===== src/rtl/sw_pkg.sv =====
// Shared types and defaults for the switch debouncer.
// Optional feature macro: SW_AUTOREPEAT_EN (enables the oStep auto-repeat).
package sw_pkg;

  // Per-channel debounce FSM states; the "CHK" states are the
  // tentative phases where a level change is being confirmed.
  typedef enum logic [1:0] {
    S_LOW      = 2'd0,
    S_CHK_HIGH = 2'd1,
    S_HIGH     = 2'd2,
    S_CHK_LOW  = 2'd3
  } state_t;

  // 10 ms at 50 MHz.
  localparam int DB_CYCLES_DEFAULT     = 500000;
  // 0.5 s at 50 MHz.
  localparam int REPEAT_CYCLES_DEFAULT = 25000000;

  // The debounced level is high in both high-side states.
  function automatic logic isHighState(input state_t s);
    return (s == S_HIGH) || (s == S_CHK_LOW);
  endfunction

endpackage


===== src/rtl/sw_debounce_bit.sv =====
// One debounce channel: 2-flop synchronizer, confirm FSM with stability
// counter, edge pulses and the step command.
// Optional feature macro: SW_AUTOREPEAT_EN -- when defined, oStep repeats
// every REPEAT_CYCLES while the channel is high; otherwise oStep = oRise.
// There are no handshakes here: oRise/oFall/oStep are single-cycle strobes
// with no back-pressure; a consumer must sample them on the cycle they occur.
module sw_debounce_bit
  import sw_pkg::*;
#(
  parameter int DB_CYCLES     = DB_CYCLES_DEFAULT,
  parameter int REPEAT_CYCLES = REPEAT_CYCLES_DEFAULT
) (
  input  logic       iClk,
  input  logic       iRst,
  input  logic       iSW,
  output logic       oSW,
  output logic       oRise,
  output logic       oFall,
  output logic       oStep,
  output logic [1:0] oState
);

  localparam int CNT_W = $clog2(DB_CYCLES);
  localparam logic [CNT_W-1:0] CNT_LAST = CNT_W'(DB_CYCLES - 1);
  localparam logic [CNT_W-1:0] CNT_ONE  = CNT_W'(1);

  // Reject illegal configurations at elaboration time.
  if (DB_CYCLES < 2 || REPEAT_CYCLES < 2) begin : gBadParam
    $error("sw_debounce_bit: DB_CYCLES and REPEAT_CYCLES must be >= 2");
  end

  logic           syncMeta;
  logic           syncOut;
  state_t         state;
  logic [CNT_W-1:0] cnt;
  logic           swReg;
  logic           riseReg;
  logic           fallReg;
  logic           acceptRise;
  logic           acceptFall;

  // Two-flop synchronizer; only syncOut is used downstream.
  always_ff @(posedge iClk) begin
    if (iRst) begin
      syncMeta <= 1'b0;
      syncOut  <= 1'b0;
    end else begin
      syncMeta <= iSW;
      syncOut  <= syncMeta;
    end
  end

  // Edges on which a confirmed change is taken: the last cycle of a full run.
  always_comb begin
    acceptRise = (state == S_CHK_HIGH) && syncOut  && (cnt == CNT_LAST);
    acceptFall = (state == S_CHK_LOW)  && !syncOut && (cnt == CNT_LAST);
  end

  // Confirm FSM: a change must persist DB_CYCLES cycles; any return aborts.
  always_ff @(posedge iClk) begin
    if (iRst) begin
      state   <= S_LOW;
      cnt     <= '0;
      swReg   <= 1'b0;
      riseReg <= 1'b0;
      fallReg <= 1'b0;
    end else begin
      riseReg <= 1'b0;
      fallReg <= 1'b0;
      case (state)
        S_LOW: begin
          if (syncOut) begin
            state <= S_CHK_HIGH;
            cnt   <= CNT_ONE;
          end
        end
        S_CHK_HIGH: begin
          if (!syncOut) begin
            state <= S_LOW;
            cnt   <= '0;
          end else if (acceptRise) begin
            state   <= S_HIGH;
            cnt     <= '0;
            swReg   <= 1'b1;
            riseReg <= 1'b1;
          end else begin
            cnt <= cnt + CNT_ONE;
          end
        end
        S_HIGH: begin
          if (!syncOut) begin
            state <= S_CHK_LOW;
            cnt   <= CNT_ONE;
          end
        end
        S_CHK_LOW: begin
          if (syncOut) begin
            state <= S_HIGH;
            cnt   <= '0;
          end else if (acceptFall) begin
            state   <= S_LOW;
            cnt     <= '0;
            swReg   <= 1'b0;
            fallReg <= 1'b1;
          end else begin
            cnt <= cnt + CNT_ONE;
          end
        end
        default: begin
          state <= S_LOW;
          cnt   <= '0;
        end
      endcase
    end
  end

`ifdef SW_AUTOREPEAT_EN
  localparam int RPT_W = $clog2(REPEAT_CYCLES);
  localparam logic [RPT_W-1:0] RPT_LAST = RPT_W'(REPEAT_CYCLES - 1);

  logic [RPT_W-1:0] rptCnt;
  logic             stepReg;

  // Auto-repeat: step on acceptance, then every REPEAT_CYCLES while high.
  always_ff @(posedge iClk) begin
    if (iRst) begin
      rptCnt  <= '0;
      stepReg <= 1'b0;
    end else begin
      stepReg <= 1'b0;
      if (acceptRise) begin
        rptCnt  <= '0;
        stepReg <= 1'b1;
      end else if (isHighState(state) && !acceptFall) begin
        if (rptCnt == RPT_LAST) begin
          rptCnt  <= '0;
          stepReg <= 1'b1;
        end else begin
          rptCnt <= rptCnt + RPT_W'(1);
        end
      end else begin
        rptCnt <= '0;
      end
    end
  end

  assign oStep = stepReg;
`else
  // Without auto-repeat the step command is simply the rising-edge pulse.
  assign oStep = riseReg;
`endif

  assign oSW    = swReg;
  assign oRise  = riseReg;
  assign oFall  = fallReg;
  assign oState = state;

endmodule


===== src/rtl/sw_debounce.sv =====
// Multi-channel switch debouncer top: WIDTH independent sw_debounce_bit
// channels whose outputs are concatenated. oState exposes each channel's
// FSM state (2 bits per channel, channel i at [2*i +: 2]) for debug.
// Optional feature macro: SW_AUTOREPEAT_EN (auto-repeating oStep).
module sw_debounce
  import sw_pkg::*;
#(
  parameter int WIDTH         = 2,
  parameter int DB_CYCLES     = DB_CYCLES_DEFAULT,
  parameter int REPEAT_CYCLES = REPEAT_CYCLES_DEFAULT
) (
  input  logic               iClk,
  input  logic               iRst,
  input  logic [WIDTH-1:0]   iSW,
  output logic [WIDTH-1:0]   oSW,
  output logic [WIDTH-1:0]   oRise,
  output logic [WIDTH-1:0]   oFall,
  output logic [WIDTH-1:0]   oStep,
  output logic [2*WIDTH-1:0] oState
);

  // One fully independent channel per switch bit.
  for (genvar i = 0; i < WIDTH; i++) begin : gChan
    sw_debounce_bit #(
      .DB_CYCLES     (DB_CYCLES),
      .REPEAT_CYCLES (REPEAT_CYCLES)
    ) uBit (
      .iClk   (iClk),
      .iRst   (iRst),
      .iSW    (iSW[i]),
      .oSW    (oSW[i]),
      .oRise  (oRise[i]),
      .oFall  (oFall[i]),
      .oStep  (oStep[i]),
      .oState (oState[2*i +: 2])
    );
  end

endmodule


===== config.mk =====
export PLATFORM = sky130hd
export DESIGN_NAME = sw_debounce
export DESIGN_NICKNAME = d
export VERILOG_FILES = /design/src/rtl/sw_pkg.sv /design/src/rtl/sw_debounce_bit.sv /design/src/rtl/sw_debounce.sv
export SDC_FILE = /design/constraint.sdc
export NUM_CORES = 1
export LEC_CHECK = 0
export BUFFER_PORTS_ARGS = -buffer_cell sky130_fd_sc_hd__buf_2
export CORE_ASPECT_RATIO = 0.6
export CORE_MARGIN = 4
export CORE_UTILIZATION = 40
export CTS_CLUSTER_DIAMETER = 120
export DETAILED_ROUTE_END_ITERATION = 6
export GPL_ROUTABILITY_DRIVEN = 0
export PLACE_DENSITY = 0.58
export SLEW_MARGIN = 0
export SYNTH_ARGS = -nofsm -noshare
export SYNTH_HDL_FRONTEND = slang
export SYNTH_SLANG_ARGS = --single-unit

===== constraint.sdc =====
create_clock -name iClk -period 2.5 [get_ports iClk]
set_input_delay 0.125 -clock iClk [delete_from_list [all_inputs] [get_ports iClk]]
set_output_delay 0.125 -clock iClk [all_outputs]
set_load 0.05 [all_outputs]

==> metrics.md <==
| Metric | Value |
|---|---|
| Top FF cell, synth | `dfxtp_1` |
| Slew HR | `between 60% and 70%` |
| Post-Route WL | `5860 um` |
| Syn Std Cell Area | `2590 um2` |
| Final Skew | `0.0109 ns` |
| Area after DPL | `2710 um2` |
| Worst Path Arrival | `roughly 2.4 ns` |
| Area contributors post-synth | `dfxtp_1, nand3_1, nand2_1` |
| Place WS | `0.386 ns` |
| Worst Hold Class | `input pin to flop` |
| Power density over the cells | `507 nW/um2` |
| Number of diodes | `0` |
| CTS root buffer | `clkbuf_8` |
| Pleak | `slightly above 1 nW` |
| Switch share | `23.5%` |
| First-pass GRT wire length | `~9800 um` |
| Share of cells above drive strength 1 | `11.8%` |
| DR iter-0 viols | `160` |
| PortBufs | `15` |
| Max Cap Viol | `0` |
| ANT nets after route | `0` |
| Net Sw Power | `between 0.0003 and 0.0004 W` |
| Critical Path Sink Type | `flop` |
| Total GRT Usage | `between 10% and 20%` |
| Clock group share of total power | `35.1%` |
| Num rows | `22` |
| # resized after CTS | `0` |
| Hold Buf Count CTS | `0` |
| GRT overflow | `0` |
| Top-count cell post-synth | `dfxtp_1` |
| Total Power | `0.00142 W` |
| FF-to-FF path depth | `6` |
| Top achievable clock speed | `0.472 GHz` |
| Worst-path clk slew | `0.10 ns` |
| Final min period | `2.12 ns` |
| CTS Buffer Depth | `2` |
| Share of the synthesized area in the top cell type | `40.2%` |
| Internal power | `0.00109 W` |
| Worst skew pair latency | `0.30 ns` |
| DIE WIDTH | `112 um` |
| Largest net degree at the start of global routing | `24` |
| Slew @ Worst Pin | `0.595 ns` |
| Final setup viols | `0` |
| Avg WL per Cell | `14.5 um` |
| # H-tree levels | `2` |
| Warnings, synthesis | `0` |
| CTS tree | `done` |
| Final worst setup slack | `0.382 ns` |
| Register area share after synthesis | `roughly 40%` |
| Vias in the first global route | `1819` |
| Sequential Power Share | `around three fifths` |
| DIE HEIGHT | `70.3 um` |
| Die area | `7870 um2` |
| Cell variety after synth | `54` |
| Post-CTS setup buffers | `0` |
| Fillers | `604` |
| CTS Buf Count | `5` |
| Layout area overhead | `8.41%` |
| Setup TNS | `0 ns` |
| Synth area leader | `dfxtp_1` |
| Reg-to-Reg End | `gChan[1].uBit.cnt[18]` |
| Number of flops mapped to enable cells by yosys | `0` |
| Final period util | `84.7%` |
| Combinational group share of total power | `5.2%` |
| Setup CP Type | `flop to flop` |
| Core area | `between 6000 and 7000 um2` |
| Post-synth ARST share | `0%` |
| Reg-to-reg slack, setup | `0.38 ns` |
| Mapped Nets | `~320` |
| Final Non-Filler Cells | `405` |
| Dpl cells | `between 300 and 400` |
| # nets final | `326` |
| Synth Area per Inst | `8.33 um2` |
| Max IR drop VDD | `274 uV` |
| Avg Vias per Cell | `5.42` |
| Clock sink total | `52` |
| Final Cell Area | `2810 um2` |
| Drt first pass iters | `5` |
| Fin. Hold Viols | `0` |
| Most common library cells after synthesis | `dfxtp_1, nand3_1, nand2_1` |
| Initial antenna violation count | `0` |
| Initial Util | `41.8%` |
| Final Slew Violations | `0` |
| Vias | `~2.2k` |
| Outcome | `complete, no violations` |
| Post-DP HPWL | `4250 um` |
| CP required | `2.75 ns` |
| Crit path max fanout | `6` |
| Critical Path End | `gChan[1].uBit.cnt[18]` |
| Number of remaining DRC errors | `0` |
| RSZ-0062 raised after global routing | `no` |
| I/O pins | `16` |
| Startpoint types | `flop` |
| Setup crit start | `gChan[1].uBit.cnt[0]` |
| Seq cells post-synth | `52` |
| Worst R2R Start | `gChan[1].uBit.cnt[0]` |
| Synthesized instance count | `311` |
## placed cells by master (no fill, tap or decap), drive strengths merged, types with 3 or more instances in the layout
| master | netlist | final |
|---|---|---|
| nand3 | 35 | 35 |
| and3 | 7 | 7 |
| mux2i | 8 | 8 |
| a31oi | 13 | 13 |
| dfxtp | 52 | 52 |
| nor4 | 3 | 3 |
| inv | 10 | 10 |
| a21o | 3 | 3 |
| nor2b | 6 | 6 |
| and3b | 3 | 3 |
| nor2 | 16 | 16 |
| clkbuf | 7 | 7 |
| buf | 14 | 23 |
| nand2 | 30 | 30 |
| a211oi | 3 | 3 |
| o21ai | 9 | 9 |
| nand2b | 5 | 5 |
| nor3 | 8 | 8 |
| nor3b | 3 | 3 |
| a21oi | 20 | 20 |
| and4 | 5 | 5 |
| or3 | 10 | 10 |
| nand4 | 6 | 6 |
| xor2 | 3 | 3 |
## metal layers
layer,global-route usage (%),up-vias,routed length [um]
met5,0,-,0
met4,3.64,0,29
met3,3.64,2,368
met2,16.8,54,1980
met1,27.0,987,3480
li1,-,1151,-
## per-stage QoR
| step | utilization (%) | hold WS, ns |
|---|---|---|
| after floorplan | - | 0.253 |
| after global placement | 43.8 | 0.344 |
| after detailed placement | 43.8 | 0.344 |
| after CTS | 45.3 | 0.0218 |
| after global routing | 45.3 | 0.0551 |
| final | 45.3 | 0.0342 |
## cell type report
class / instances / area, um2 / share of cell area, %
inverters: 10 / 37.5 / 1.34
well taps: 84 / 105 / 3.74
multi-input cells: 228 / 1400 / 49.7
clock buffers: 7 / 86.3 / 3.07
clock inverters: 1 / 7.51 / 0.267
repair buffers: 23 / 135 / 4.81
flip-flops and latches: 52 / 1040 / 37.1
## power groups by stage
stage	Combinational (W)	Sequential, W	Clock (W)
floorplan	0.0000554	0.000867	0
CTS	0.0000750	0.000849	0.000528
global placement	0.0000745	0.000868	0
detailed placement	0.0000750	0.000868	0
finish	0.0000747	0.000849	0.000499
global route	0.0000825	0.000851	0.000559
## logic make-up (layout without fill, tap and decap cells)
group / count (synthesis) / in the layout / synth area share (%)
compound gates: 67 / 67 / 17.3
xor+xnor: 5 / 5 / 1.69
fa+ha+maj: 2 / 2 / 0.966
buf+inv: 31 / 41 / 5.94
flops: 52 / 52 / 40.2
mux: 8 / 8 / 3.09
simple gates: 146 / 146 / 30.8
## flip-flops by register name, summed over array words and instances (netlist names), named ones only
signal / cells
gChan.uBit.cnt: 38
gChan.uBit.oFall: 2
gChan.uBit.oRise: 2
gChan.uBit.oSW: 2
gChan.uBit.oState: 2
gChan.uBit.syncMeta: 2
gChan.uBit.syncOut: 2
## worst max-delay path, cell delays in order (launching register included)
cell	delay [ns]
dfxtp_1	0.39
ha_1	0.23
nand3_2	0.15
or4b_1	0.57
or3_1	0.34
or3_1	0.31
nand3_1	0.08
## worst min-delay path by stage
stage	to	cells past startpoint	slack, ns	startpoint
finish	gChan[1].uBit.syncMeta	2	0.03	iSW[1]
global route	gChan[1].uBit.syncMeta	2	0.06	iSW[1]
CTS	gChan[1].uBit.syncMeta	2	0.02	iSW[1]
detailed placement	gChan[1].uBit.syncMeta	2	0.34	iSW[1]
global placement	gChan[1].uBit.syncMeta	2	0.34	iSW[1]
floorplan	gChan[0].uBit.syncMeta	1	0.25	iSW[0]
(Power assumes the default switching activity.)
